==> src/rtl/text_source_pkg.sv <==
// Shared definitions for the text source and its companion receive sink:
// FSM state encoding and the default stream/RAM geometry.
package text_source_pkg;

  typedef enum logic [1:0] {
    IDLE   = 2'd0,
    FETCH  = 2'd1,
    DRAIN  = 2'd2,
    FINISH = 2'd3
  } state_t;

  localparam int DATA_W      = 8;
  localparam int ADDR_W      = 8;
  localparam int END_ADDRESS = 255;

endpackage

==> src/rtl/text_source_if.sv <==
// Valid/ready byte stream from the text source toward the transmit chain.
interface text_source_if #(
  parameter int DATA_W = text_source_pkg::DATA_W
);

  logic [DATA_W-1:0] data_out;
  logic              valid_out;
  logic              ready_in;

  modport master (
    output data_out,
    output valid_out,
    input  ready_in
  );

  modport slave (
    input  data_out,
    input  valid_out,
    output ready_in
  );

endinterface

==> src/rtl/text_source_byte_fifo.sv <==
// Small synchronous FIFO with combinational head; push and pop may coincide,
// and a push is still accepted when full if a pop frees a slot that cycle.
module byte_fifo #(
  parameter  int DEPTH = 4,
  parameter  int WIDTH = 8,
  localparam int PTR_W = (DEPTH > 1) ? $clog2(DEPTH) : 1,
  localparam int CNT_W = $clog2(DEPTH + 1)
) (
  input  logic             clk,
  input  logic             reset,
  input  logic             push,
  input  logic [WIDTH-1:0] push_data,
  input  logic             pop,
  output logic [WIDTH-1:0] head,
  output logic             full,
  output logic             empty,
  output logic [CNT_W-1:0] count
);

  logic [WIDTH-1:0] mem [DEPTH];
  logic [PTR_W-1:0] wr_ptr_reg;
  logic [PTR_W-1:0] rd_ptr_reg;
  logic [CNT_W-1:0] count_reg;
  logic             do_push;
  logic             do_pop;

  // Depth need not be a power of two, so pointers wrap explicitly.
  function automatic logic [PTR_W-1:0] wrap_inc(input logic [PTR_W-1:0] p);
    return (p == PTR_W'(DEPTH - 1)) ? '0 : p + PTR_W'(1);
  endfunction

  assign empty   = (count_reg == '0);
  assign full    = (count_reg == CNT_W'(DEPTH));
  assign do_pop  = pop && !empty;
  assign do_push = push && (!full || do_pop);

  always_ff @(posedge clk) begin
    if (reset) begin
      wr_ptr_reg <= '0;
      rd_ptr_reg <= '0;
      count_reg  <= '0;
    end else begin
      if (do_push) wr_ptr_reg <= wrap_inc(wr_ptr_reg);
      if (do_pop)  rd_ptr_reg <= wrap_inc(rd_ptr_reg);
      count_reg <= count_reg + CNT_W'(do_push) - CNT_W'(do_pop);
    end
  end

  always_ff @(posedge clk) begin
    if (do_push) mem[wr_ptr_reg] <= push_data;
  end

  assign head  = mem[rd_ptr_reg];
  assign count = count_reg;

endmodule

==> src/rtl/text_source.sv <==
// Streams RAM[0..END_ADDRESS] out as a valid/ready byte stream, hiding the
// RAM read latency behind a credit-limited FIFO so backpressure never drops bytes.
module text_source #(
  parameter int END_ADDRESS = text_source_pkg::END_ADDRESS,
  parameter int ADDR_W      = text_source_pkg::ADDR_W,
  parameter int DATA_W      = text_source_pkg::DATA_W,
  parameter int RD_LATENCY  = 2
) (
  input  logic              clk,
  input  logic              reset,
  input  logic              start_source,
  output logic [ADDR_W-1:0] mem_address,
  input  logic [DATA_W-1:0] mem_q,
  output logic              busy,
  output logic              done,
  text_source_if.master     stream
);

  import text_source_pkg::*;

  localparam int FIFO_DEPTH = RD_LATENCY + 2;
  localparam int CNT_W      = $clog2(FIFO_DEPTH + 1);

  state_t            state_reg;
  state_t            state_next;
  logic [ADDR_W-1:0] addr_reg;
  logic [RD_LATENCY-1:0] track_reg;
  logic [2:0]        inflight_reg;
  logic [2:0]        inflight_next;
  logic              issue;
  logic              last_issue;
  logic              push;
  logic              pop;
  logic              credit_ok;
  logic              drained;
  logic              fifo_full;
  logic              fifo_empty;
  logic [CNT_W-1:0]  fifo_count;
  logic [CNT_W-1:0]  fifo_count_next;
  logic [DATA_W-1:0] fifo_head;

  // A mark leaving the tracker means mem_q now holds that read's data.
  assign push       = track_reg[RD_LATENCY-1];
  assign pop        = stream.valid_out & stream.ready_in;
  assign credit_ok  = (4'(inflight_reg) + 4'(fifo_count)) < 4'(FIFO_DEPTH);
  assign last_issue = issue && (addr_reg == ADDR_W'(END_ADDRESS));

  assign inflight_next   = inflight_reg + 3'(issue) - 3'(push);
  assign fifo_count_next = fifo_count + CNT_W'(push) - CNT_W'(pop);
  // Looking one edge ahead lets done follow the final transfer immediately.
  assign drained = (inflight_next == 3'd0) && (fifo_count_next == '0);

  always_ff @(posedge clk) begin
    if (reset) state_reg <= IDLE;
    else       state_reg <= state_next;
  end

  always_comb begin
    state_next = state_reg;
    case (state_reg)
      IDLE:    if (start_source) state_next = FETCH;
      FETCH:   if (last_issue)   state_next = DRAIN;
      DRAIN:   if (drained)      state_next = FINISH;
      FINISH:                    state_next = IDLE;
      default:                   state_next = IDLE;
    endcase
  end

  always_comb begin
    busy  = 1'b0;
    done  = 1'b0;
    issue = 1'b0;
    case (state_reg)
      FETCH: begin
        busy  = 1'b1;
        issue = credit_ok && !fifo_full;
      end
      DRAIN:   busy = 1'b1;
      FINISH:  done = 1'b1;
      default: ;
    endcase
  end

  always_ff @(posedge clk) begin
    if (reset) begin
      addr_reg     <= '0;
      track_reg    <= '0;
      inflight_reg <= '0;
    end else begin
      track_reg    <= RD_LATENCY'({track_reg, issue});
      inflight_reg <= inflight_next;
      if (state_reg == IDLE && start_source)
        addr_reg <= '0;
      else if (issue && !last_issue)
        addr_reg <= addr_reg + ADDR_W'(1);
    end
  end

  byte_fifo #(
    .DEPTH (FIFO_DEPTH),
    .WIDTH (DATA_W)
  ) u_fifo (
    .clk       (clk),
    .reset     (reset),
    .push      (push),
    .push_data (mem_q),
    .pop       (pop),
    .head      (fifo_head),
    .full      (fifo_full),
    .empty     (fifo_empty),
    .count     (fifo_count)
  );

  assign mem_address      = addr_reg;
  assign stream.valid_out = !fifo_empty;
  assign stream.data_out  = fifo_empty ? '0 : fifo_head;

endmodule

==> src/flat_wrapper.sv <==
// flat-port wrapper written by rule: the top's interface ports become plain ports
module text_source_flat import text_source_pkg::*;
#(
  parameter int END_ADDRESS = text_source_pkg::END_ADDRESS,
  parameter int ADDR_W      = text_source_pkg::ADDR_W,
  parameter int DATA_W      = text_source_pkg::DATA_W,
  parameter int RD_LATENCY  = 2
)
  (clk, reset, start_source, mem_address, mem_q, busy, done, stream_data_out, stream_valid_out, stream_ready_in);
  text_source_if #(.DATA_W(DATA_W)) stream_i ();
  input  logic clk;
  input  logic reset;
  input  logic start_source;
  output logic [ADDR_W-1:0] mem_address;
  input  logic [DATA_W-1:0] mem_q;
  output logic busy;
  output logic done;
  output wire logic [$bits(stream_i.data_out)-1:0] stream_data_out;
  output wire logic [$bits(stream_i.valid_out)-1:0] stream_valid_out;
  input wire logic [$bits(stream_i.ready_in)-1:0] stream_ready_in;
  assign stream_data_out = stream_i.data_out;
  assign stream_valid_out = stream_i.valid_out;
  assign stream_i.ready_in = stream_ready_in;
  text_source #(.END_ADDRESS(END_ADDRESS), .ADDR_W(ADDR_W), .DATA_W(DATA_W), .RD_LATENCY(RD_LATENCY)) u_core (.clk(clk), .reset(reset), .start_source(start_source), .mem_address(mem_address), .mem_q(mem_q), .busy(busy), .done(done), .stream(stream_i));
endmodule
==> config.mk <==
export PLATFORM = sky130hd
export DESIGN_NAME = text_source_flat
export DESIGN_NICKNAME = d
export VERILOG_FILES = /design/src/rtl/text_source_pkg.sv /design/src/rtl/text_source_if.sv /design/src/rtl/text_source_byte_fifo.sv /design/src/rtl/text_source.sv /design/src/flat_wrapper.sv
export SDC_FILE = /design/constraint.sdc
export NUM_CORES = 1
export LEC_CHECK = 0
export CORE_MARGIN = 8
export CORE_UTILIZATION = 58
export DETAILED_ROUTE_END_ITERATION = 6
export MAX_ROUTING_LAYER = met4
export PLACE_DENSITY_LB_ADDON = 0.12
export SLEW_MARGIN = 0
export SYNTH_ARGS = -nofsm -noshare
export SYNTH_HDL_FRONTEND = slang
export SYNTH_SLANG_ARGS = --single-unit
==> constraint.sdc <==
create_clock -name clk -period 5.06 [get_ports clk]
set_input_delay 0.506 -clock clk [delete_from_list [all_inputs] [get_ports clk]]
set_output_delay 0.506 -clock clk [all_outputs]
set_load 0.01 [all_outputs]
==> run metrics <==
status=finished clean; fraction of the mapped netlist area in adder cells=0.116; endpoints failing setup=0; overflow left after global routing=0; root cell of the clock tree=sky130_fd_sc_hd__clkbuf_8; switching power total=0.000426 W; count of final hold-check violations=0; vias after detailed routing=1,559; top-level I/O count=31; area overhead of the layout relative to synthesis=16.8%; Port Buf Inserts=30; class of the tightest hold or removal check=reg2reg; proportion of total power due to net switching=0.325; Post-CTS Setup Bufs=0; Leak Pwr=1.11 nW; share of the clock period used by the worst path after layout=0.694; share of power burned in registers=0.442; most used flip-flop cell after synthesis=sky130_fd_sc_hd__edfxtp_1; Netlist cell types=34; family of cells with the greatest summed delay on the critical path=simple AND/OR/NAND/NOR gates; share of cell area taken by muxes after synthesis=0.0744; buffer levels on the longest clock path=2; post-synthesis async set-or-reset flop share=0; Most flops, register=u_core.u_fifo.mem; first-pass iteration count of the detailed router=4; area of the placeable core=0.00429 sq mm; number of antenna violations at the first check in global routing=0; number of flip-flops under the largest register name=32; Fmax=285 MHz; global-route wire length before repair=7490 um; critical path launch point type=flop; DP HPWL=3510 um; TritonCTS clock tree=built; Int Power=0.000886 W; clock buffer count from CTS=5; most common cell after layout, fill and taps aside=sky130_fd_sc_hd__edfxtp_1; setup repair after global routing missed its margin=false; crit-path max cell delay=0.50 ns; nets=266; number of remaining DRC errors=0; wire length after detailed routing=4650 um; cell at the slowest stage of the critical path=sky130_fd_sc_hd__fa_1; initial standard-cell utilization of the core=0.596; placed insts=277; largest family of logic cells by synthesized area=simple AND/OR/NAND/NOR gates; Final GP Congestion=0.851; compound-gate portion of the synthesized area=0.0289; length of routed wiring on met1=1950 um; number of flops mapped to enable cells by yosys=32; Required @ worst endpoint=5.30 ns; max-capacitance violation count=0; number of pins with negative max-slew slack in the final report=0; non-filler cells, final=285; via density per instance=5.47; cell area after synthesis=0.00256 sq mm; fraction of layout instances using a drive strength above 1=0.0815; maximum net fanout on the critical path=12; number of instances in the synthesized netlist=200; worst path buffer plus inverter count=2; overall global routing resource usage=0.154; met2 routed WL=2410 um; latest clock arrival within the worst-skew pair=0.31 ns; Worst Clk Skew=0.00799 ns; largest voltage drop on the vdd net=0.269 mV; Slew @ Worst Pin=0.577 ns; DR WL met3=234 um; pin count of the biggest net entering global routing=18; Max-Slew Margin vs Limit=0.612; via count of the first global-routing pass=1,584; simple-gate share of the synthesized area=0.145; proportion of synthesized chip area in sequential cells=0.564; count of standard-cell rows=24; # fillers=298; Clock H-tree levels=2; Power Dens Cells=439 mW/mm^2; number of nets in the synthesized netlist=234; post-route setup TNS=0 ns; category of the most critical setup path=reg2reg; Wirelength per Cell=16.3 um; Final Util=0.696; clock-pin slew of the registers on the worst-case setup and hold paths=0.09 ns; clock group share of total power=0.182; number of violations reported at the end of detailed-routing iteration 0=121; Synth Warn #=0; most frequent cells in the layout=sky130_fd_sc_hd__edfxtp_1, sky130_fd_sc_hd__clkdlybuf4s50_1, sky130_fd_sc_hd__dfxtp_1; Hold-fix buffers, CTS=0; xor/xnor share of the synthesized area=0.0342; Resized cells post-CTS=0; chip height=82.4 um; crit path capture type=flop; number of routed nets with antenna violations=0; power share of the combinational group=0.376; number of clock sinks=56; Tot Pwr=0.00131 W; WP data arrival=3.75 ns; highest routed layer=met4; Yosys reg bits=56; count of inserted antenna diode cells=0; area enclosed by the die boundary=0.00679 sq mm; width of the chip=82.4 um; post-layout min period=3.51 ns; cell chain of the critical path=ha_1 > nor4b_2 > nand3_1 > inv_1 > ha_1 > inv_1 > fa_1 > or4b_1 > o41a_1 > nor3_2 > mux2i_1; synthesized area divided by synthesized cell count=12.8 sq um
-- cell families (layout without fill, tap and decap cells) --
| family | count (synthesis) | count (layout) |
|---|---|---|
| simple gates | 67 | 67 |
| xor+xnor | 10 | 10 |
| compound gates | 11 | 11 |
| buf+inv | 25 | 58 |
| mux | 9 | 9 |
| fa+ha+maj | 22 | 22 |
| flops | 56 | 56 |
-- through the flow --
| stage | worst slack, ns | area, sq um | hold slack (ns) |
|---|---|---|---|
| after floorplan | 1.77 | 2560 | 0.414 |
| final | 1.55 | 2990 | 0.457 |
| after detailed placement | 1.55 | 2900 | 0.451 |
| after global placement | 1.67 | 2900 | 0.428 |
| after CTS | 1.52 | 2990 | 0.461 |
| after global routing | 1.33 | 2990 | 0.467 |
-- layer usage --
layer / up-vias / GRT usage
met2: 29 / 0.264
met1: 765 / 0.171
met4: 0 / 0.0684
met3: 5 / 0.0303
li1: 760 / -
met5: - / -
-- power groups by stage --
stage / sequential (W) / combinational (W) / clock (W)
after detailed placement: 0.000591 / 0.000499 / 0
after CTS: 0.000580 / 0.000504 / 0.000246
after global routing: 0.000589 / 0.000553 / 0.000268
after floorplan: 0.000567 / 0.000335 / 0
after global placement: 0.000587 / 0.000476 / 0
final: 0.000579 / 0.000494 / 0.000239
-- Yosys cell counts, types with 2 or more instances --
master	instances	area, sq um
sky130_fd_sc_hd__nor3_1	4	20.0
sky130_fd_sc_hd__buf_2	2	10.0
sky130_fd_sc_hd__a21oi_1	6	30.0
sky130_fd_sc_hd__xnor2_1	9	78.8
sky130_fd_sc_hd__fa_1	3	60.1
sky130_fd_sc_hd__inv_1	20	75.1
sky130_fd_sc_hd__nor4_1	2	12.5
sky130_fd_sc_hd__clkbuf_1	3	11.3
sky130_fd_sc_hd__edfxtp_1	32	961
sky130_fd_sc_hd__nor2_1	16	60.1
sky130_fd_sc_hd__dfxtp_1	24	480
sky130_fd_sc_hd__nand3_1	4	20.0
sky130_fd_sc_hd__or4_1	2	15.0
sky130_fd_sc_hd__mux4_2	8	180
sky130_fd_sc_hd__ha_1	19	238
sky130_fd_sc_hd__nor2b_1	4	25.0
sky130_fd_sc_hd__and2_1	14	87.6
sky130_fd_sc_hd__nand2_1	12	45.0
-- worst paths after layout --
kind	startpoint	end	slack (ns)	cells after the start
worst min-delay path	u_core.track_reg[0]	u_core.track_reg[1]	0.46	1
worst max register to register	u_core.u_fifo.count[2]	u_core.state_reg[1]	1.55	11
worst max-delay path	u_core.u_fifo.count[2]	u_core.state_reg[1]	1.55	11
worst min register to register	u_core.track_reg[0]	u_core.track_reg[1]	0.46	1
-- final cells by class --
type | count | area [sq um] | area share
clock buffers | 5 | 68.8 | 0.0230
clock inverters | 3 | 17.5 | 0.00586
inverters | 20 | 75.1 | 0.0251
multi-input cells | 119 | 1020 | 0.341
flip-flops and latches | 56 | 1440 | 0.482
well taps | 52 | 65.1 | 0.0218
repair buffers | 30 | 300 | 0.101
No activity file was read; power rests on OpenSTA's default activity.
==> edit 1: new RTL, config.mk and constraints unchanged <==
`RD_LATENCY` is set to 2 in 2 places; all go to 1.
--- a/src/rtl/text_source.sv
+++ b/src/rtl/text_source.sv
@@ -4,7 +4,7 @@
   parameter int END_ADDRESS = text_source_pkg::END_ADDRESS,
   parameter int ADDR_W      = text_source_pkg::ADDR_W,
   parameter int DATA_W      = text_source_pkg::DATA_W,
-  parameter int RD_LATENCY  = 2
+  parameter int RD_LATENCY  = 1
 ) (
   input  logic              clk,
   input  logic              reset,
--- a/src/flat_wrapper.sv
+++ b/src/flat_wrapper.sv
@@ -4,7 +4,7 @@
   parameter int END_ADDRESS = text_source_pkg::END_ADDRESS,
   parameter int ADDR_W      = text_source_pkg::ADDR_W,
   parameter int DATA_W      = text_source_pkg::DATA_W,
-  parameter int RD_LATENCY  = 2
+  parameter int RD_LATENCY  = 1
 )
   (clk, reset, start_source, mem_address, mem_q, busy, done, stream_data_out, stream_valid_out, stream_ready_in);
   text_source_if #(.DATA_W(DATA_W)) stream_i ();
Function: changed (Yosys sat finds a counterexample within 4 cycles, from zero or initial values and one cycle with reset high).
==> edit 1 against the unedited design <==
- global-route usage fell by 0.46 points
- sequential cell count fell by 10
- maximum frequency fell by 4.0%
- routed wire length fell by 13%
- hold slack improved by 63 ps
- area after synthesis fell by 17%
- die area fell by 14%
- total power fell by 13%
- worst setup slack got worse by 140 ps
- final area fell by 15%
- critical endpoint is now u_core.state_reg[0]$_SDFFE_PP0P_
- critical path depth rose by 3
- critical path type unchanged
- first-iteration DRC count fell by 39%
==> edit 1: results (changes against the unedited design) <==
- CTS H-tree depth: 2 (unchanged)
- Syn Area/Cell: 10.8 um^2 (-15%)
- Nets: 256 (-3.8%)
- Hold path depth: 2 (+1)
- Synth top cells by count: nor2_1, edfxtp_1, dfxtp_1, inv_1, a21oi_1
- Max transition margin: 0.517 (-0.0952)
- Outcome: complete, no violations
- Largest net degree at the start of global routing: 17 (-1)
- Largest stage delay on the critical path: 480 ps (-20 ps)
- Warnings from Yosys: 0 (unchanged)
- Crit Reg-Reg Endpoint: u_core.state_reg[0]$_SDFFE_PP0P_
- Worst Path Arrival: 3920 ps (+170 ps)
- Leak Pwr: 0.000977 uW (-12%)
- Worst Hold End: u_core.u_fifo.wr_ptr_reg[1]$_SDFFE_PP0P_
- Ys flop type: edfxtp_1
- Slowest CP cell: dfxtp_1
- Netlist Area Pre-Place: 2120 um^2 (-17%)
- Postcts setup bufs: 0 (unchanged)
- Initial drt markers: 74 (-39%)
- Largest register FFs: 24 (-25%)
- Total GRT Usage: 0.150 (-0.00458)
- Post-Route Skew: 8.62 ps (+0.633 ps)
- Share of layout cells above drive strength 1: 0.0478 (-0.0337)
- CTS resizes: 0 (unchanged)
- Synth unique cells: 35 (+2.9%)
- Flop-to-flop setup slack: 1400 ps (-140 ps)
- Via Count: 1494 (-4.2%)
- Worst R2R Path Depth: 14 (+3)
- Fin cells: 278 (-2.5%)
- Num CTS Buffers: 5 (unchanged)
- HP Start: u_core.u_fifo.wr_ptr_reg[1]$_SDFFE_PP0P_
- # diodes: 0 (unchanged)
- Asr flop ratio synth: 0 (unchanged)
- Clk root buf: clkbuf_4
- Reg-to-reg startpoint: u_core.u_fifo.count[0]$_SDFF_PP0_
- Top cells by area, synth: edfxtp_1, dfxtp_1, ha_1, nor2_1, mux2i_1
- EDFF count, synth: 24 (-25%)
- Max VDD drop: 0.346 mV (+29%)
- Hold Crit Class: reg -> reg
- Clk buf depth: 2 (unchanged)
- First-pass GRT wire length: 6960 um (-7.2%)
- Crit Path Max Fanout: 6 (-6)
- Placed cells: 270 (-2.5%)
- Top delay family on crit path: adder cells
- Antenna violations before repair: 0 (unchanged)
- Final RePlAce weighted congestion: 0.781 (-8.2%)
- Net Sw Frac: 0.339 (+0.0139)
- Sequential-to-total area share from yosys stat: 0.547 (-0.0171)
- HPWL after DPL: 2970 um (-15%)
- Clk slew on worst S/H paths: 120 ps (+30 ps)
- Worst skew pair latency: 350 ps (+40 ps)
- Synth Net Count: 223 (-4.7%)
- WL final: 4050 um (-13%)
-- edit 1: final cells by class --
class	instances	area (um^2)
sequential	46	1160
fill	250	1030
multi-input combinational	123	861
timing repair buffer	32	315
inverter	21	78.8
tap	48	60.1
clock buffer	7	45.0
clock inverter	1	30.0
-- edit 1: worst max path at each step --
| stage | start | end | slack, ps | cells past startpoint |
|---|---|---|---|---|
| after global routing | u_core.u_fifo.count[0]$_SDFF_PP0_ | u_core.state_reg[0]$_SDFFE_PP0P_ | 1220 | 14 |
| after global placement | u_core.u_fifo.count[0]$_SDFF_PP0_ | u_core.state_reg[0]$_SDFFE_PP0P_ | 1730 | 14 |
| after detailed placement | u_core.u_fifo.count[0]$_SDFF_PP0_ | u_core.state_reg[0]$_SDFFE_PP0P_ | 1530 | 14 |
| after floorplan | u_core.u_fifo.count[0]$_SDFF_PP0_ | u_core.state_reg[0]$_SDFFE_PP0P_ | 1880 | 14 |
| final | u_core.u_fifo.count[0]$_SDFF_PP0_ | u_core.state_reg[0]$_SDFFE_PP0P_ | 1400 | 14 |
| after CTS | u_core.u_fifo.count[0]$_SDFF_PP0_ | u_core.state_reg[0]$_SDFFE_PP0P_ | 1430 | 14 |
-- edit 1: stage by stage --
stage	hold slack (ps)	setup WS [ps]	util	cell area [um^2]	power (uW)
6_report	519	1400	0.713	2550	1140
5_1_grt	532	1220	0.713	2550	1220
4_1_cts	508	1430	0.713	2550	1150
3_5_place_dp	483	1530	0.692	2480	931
3_3_place_gp	465	1730	0.692	2480	901
2_1_floorplan	459	1880	-	2120	772
-- edit 1: power by group through the flow --
stage	clock network, uW	logic [uW]	registers, uW
3_3_place_gp	0	407	494
6_report	212	439	491
5_1_grt	233	489	499
4_1_cts	218	442	491
3_5_place_dp	0	432	499
2_1_floorplan	0	290	482
-- edit 1: cells by family after synthesis --
family | after synthesis | synth area share
AOI/OAI and AO/OA | 30 | 0.0954
xor gates and xnor gates | 8 | 0.0330
adders and majority gates | 15 | 0.0954
buffers and inverters | 27 | 0.0483
DFF | 46 | 0.547
muxes | 11 | 0.0518
and+or+nand+nor | 59 | 0.130
-- edit 1: tightest hold or removal path, delay by kind of cell (launching register included) --
family           cells  cell delay, ps
flip-flops           1             360
AND/OR/NAND/NOR      1              60
AO/OA/AOI/OAI        1              60
-- edit 1: routing by layer --
metal  global-route usage  wire, um
met5                    -         0
met2                0.272      2190
met3               0.0578       202
met1                0.142      1620
met4               0.0462        42
==> edit 2: new RTL, same settings <==
Made on the original files. Reset style: asynchronous (`reset`), changed in 3 clocked blocks.
--- a/src/rtl/text_source_byte_fifo.sv
+++ b/src/rtl/text_source_byte_fifo.sv
@@ -34,7 +34,7 @@
   assign do_pop  = pop && !empty;
   assign do_push = push && (!full || do_pop);
 
-  always_ff @(posedge clk) begin
+  always_ff @(posedge clk or posedge reset) begin
     if (reset) begin
       wr_ptr_reg <= '0;
       rd_ptr_reg <= '0;
--- a/src/rtl/text_source.sv
+++ b/src/rtl/text_source.sv
@@ -50,7 +50,7 @@
   // Looking one edge ahead lets done follow the final transfer immediately.
   assign drained = (inflight_next == 3'd0) && (fifo_count_next == '0);
 
-  always_ff @(posedge clk) begin
+  always_ff @(posedge clk or posedge reset) begin
     if (reset) state_reg <= IDLE;
     else       state_reg <= state_next;
   end
@@ -81,7 +81,7 @@
     endcase
   end
 
-  always_ff @(posedge clk) begin
+  always_ff @(posedge clk or posedge reset) begin
     if (reset) begin
       addr_reg     <= '0;
       track_reg    <= '0;
Formal check against the unedited RTL: differs if reset is asserted again (counterexample within 4 cycles, from zero or initial values and one cycle with reset high); with reset held inactive, the same outputs for 10 cycles.
==> edit 2 against the unedited design <==
- routed wire length grew 3.4%
- critical path depth shrank 1
- worst setup slack lost 120 ps
- final area grew 2.3%
- total power grew 25%
- sequential cell count shrank 2
- core utilization grew 0.62 points
- largest power group is now combinational cells
- area after synthesis grew 2.8%
- hold slack lost 89 ps
- via count grew 0.19%
==> edit 2: results (changes against the unedited design) <==
- Outcome: complete, no violations
- Synth top cells by count: edfxtp_1, dfrtp_1, inv_1, ha_1, and2_1
- Synth-to-Final Area Change: 16.3%
- Crit Path Max Fanout: 11 (-1)
- Slowest CP cell: or3_2
- Placed cells: 262 (-5.4%)
- Worst Path Arrival: 3830 ps (+80 ps)
- Final RePlAce weighted congestion: 0.861 (+1.2%)
- Largest stage delay on the critical path: 610 ps (+110 ps)
- Share of layout cells above drive strength 1: 0.106 (+0.0240)
- Max VDD drop: 0.252 mV (-6.6%)
- DR WL/cell: 17.8 um (+9.2%)
- Nets: 251 (-5.6%)
- Overall power: 1630 uW (+25%)
- Leak Pwr: 0.00119 uW (+7.8%)
- Max transition margin: 0.421 (-0.191)
- Vias per inst: 5.79 (+5.8%)
- Vias in the first global route: 1639 (+3.5%)
- Clock sinks: 54 (-3.6%)
- Fillcell total: 296 (-0.67%)
- Asr flop ratio synth: 0.407 (+0.407)
- Top cells by area, synth: edfxtp_1, dfrtp_1, ha_1, mux4_2, and2_1
- Post-Route Skew: 3.85 ps (-4.14 ps)
- Net Sw Frac: 0.347 (+0.0225)
- First-pass GRT wire length: 8020 um (+7.0%)
edit 2: per-layer routing:
metal	global-route usage	up-vias	share of wire
li1	-	733	-
met1	0.187	791	0.47
met2	0.226	34	0.47
met3	0.0430	4	0.042
met4	0.0383	0	0.0091
met5	-	-	0
edit 2: critical path: cells and delay by family (launching register included):
family	cells	cell delay, ps
adder cells (fa/ha/maj)	3	880
flip-flops	1	480
AO/OA/AOI/OAI	1	280
AND/OR/NAND/NOR	4	1500
buffers and inverters	1	40
multiplexers	1	340
edit 2: cells by family after synthesis:
group / Yosys count / synth area share
fa+ha+maj: 22 / 0.113
mux: 13 / 0.0890
flops: 54 / 0.575
compound gates: 19 / 0.0452
buf+inv: 25 / 0.0390
xor+xnor: 4 / 0.0243
simple gates: 48 / 0.114
edit 2: final timing paths:
path	start	to	slack, ps	cells past startpoint
hold / removal	u_core.track_reg[0]$_DFF_PP0_	u_core.track_reg[1]$_DFF_PP0_	370	0
max in group asynchronous	reset	u_core.track_reg[0]$_DFF_PP0_	3860	2
setup / recovery	u_core.u_fifo.count[1]$_DFF_PP0_	u_core.state_reg[1]$_DFFE_PP0P_	1420	10
hold reg to reg	u_core.track_reg[0]$_DFF_PP0_	u_core.track_reg[1]$_DFF_PP0_	370	0
setup reg to reg	u_core.u_fifo.count[1]$_DFF_PP0_	u_core.state_reg[1]$_DFFE_PP0P_	1420	10
min in group asynchronous	reset	u_core.mem_address[0]$_DFFE_PP0P_	670	2
edit 2: cell type report:
class                   count  area share
clock buffers               5      0.0225
flip-flops and latches     54       0.494
well taps                  52      0.0213
multi-input cells         106       0.332
repair buffers             30      0.0982
clock inverters             3     0.00696
inverters                  20      0.0246
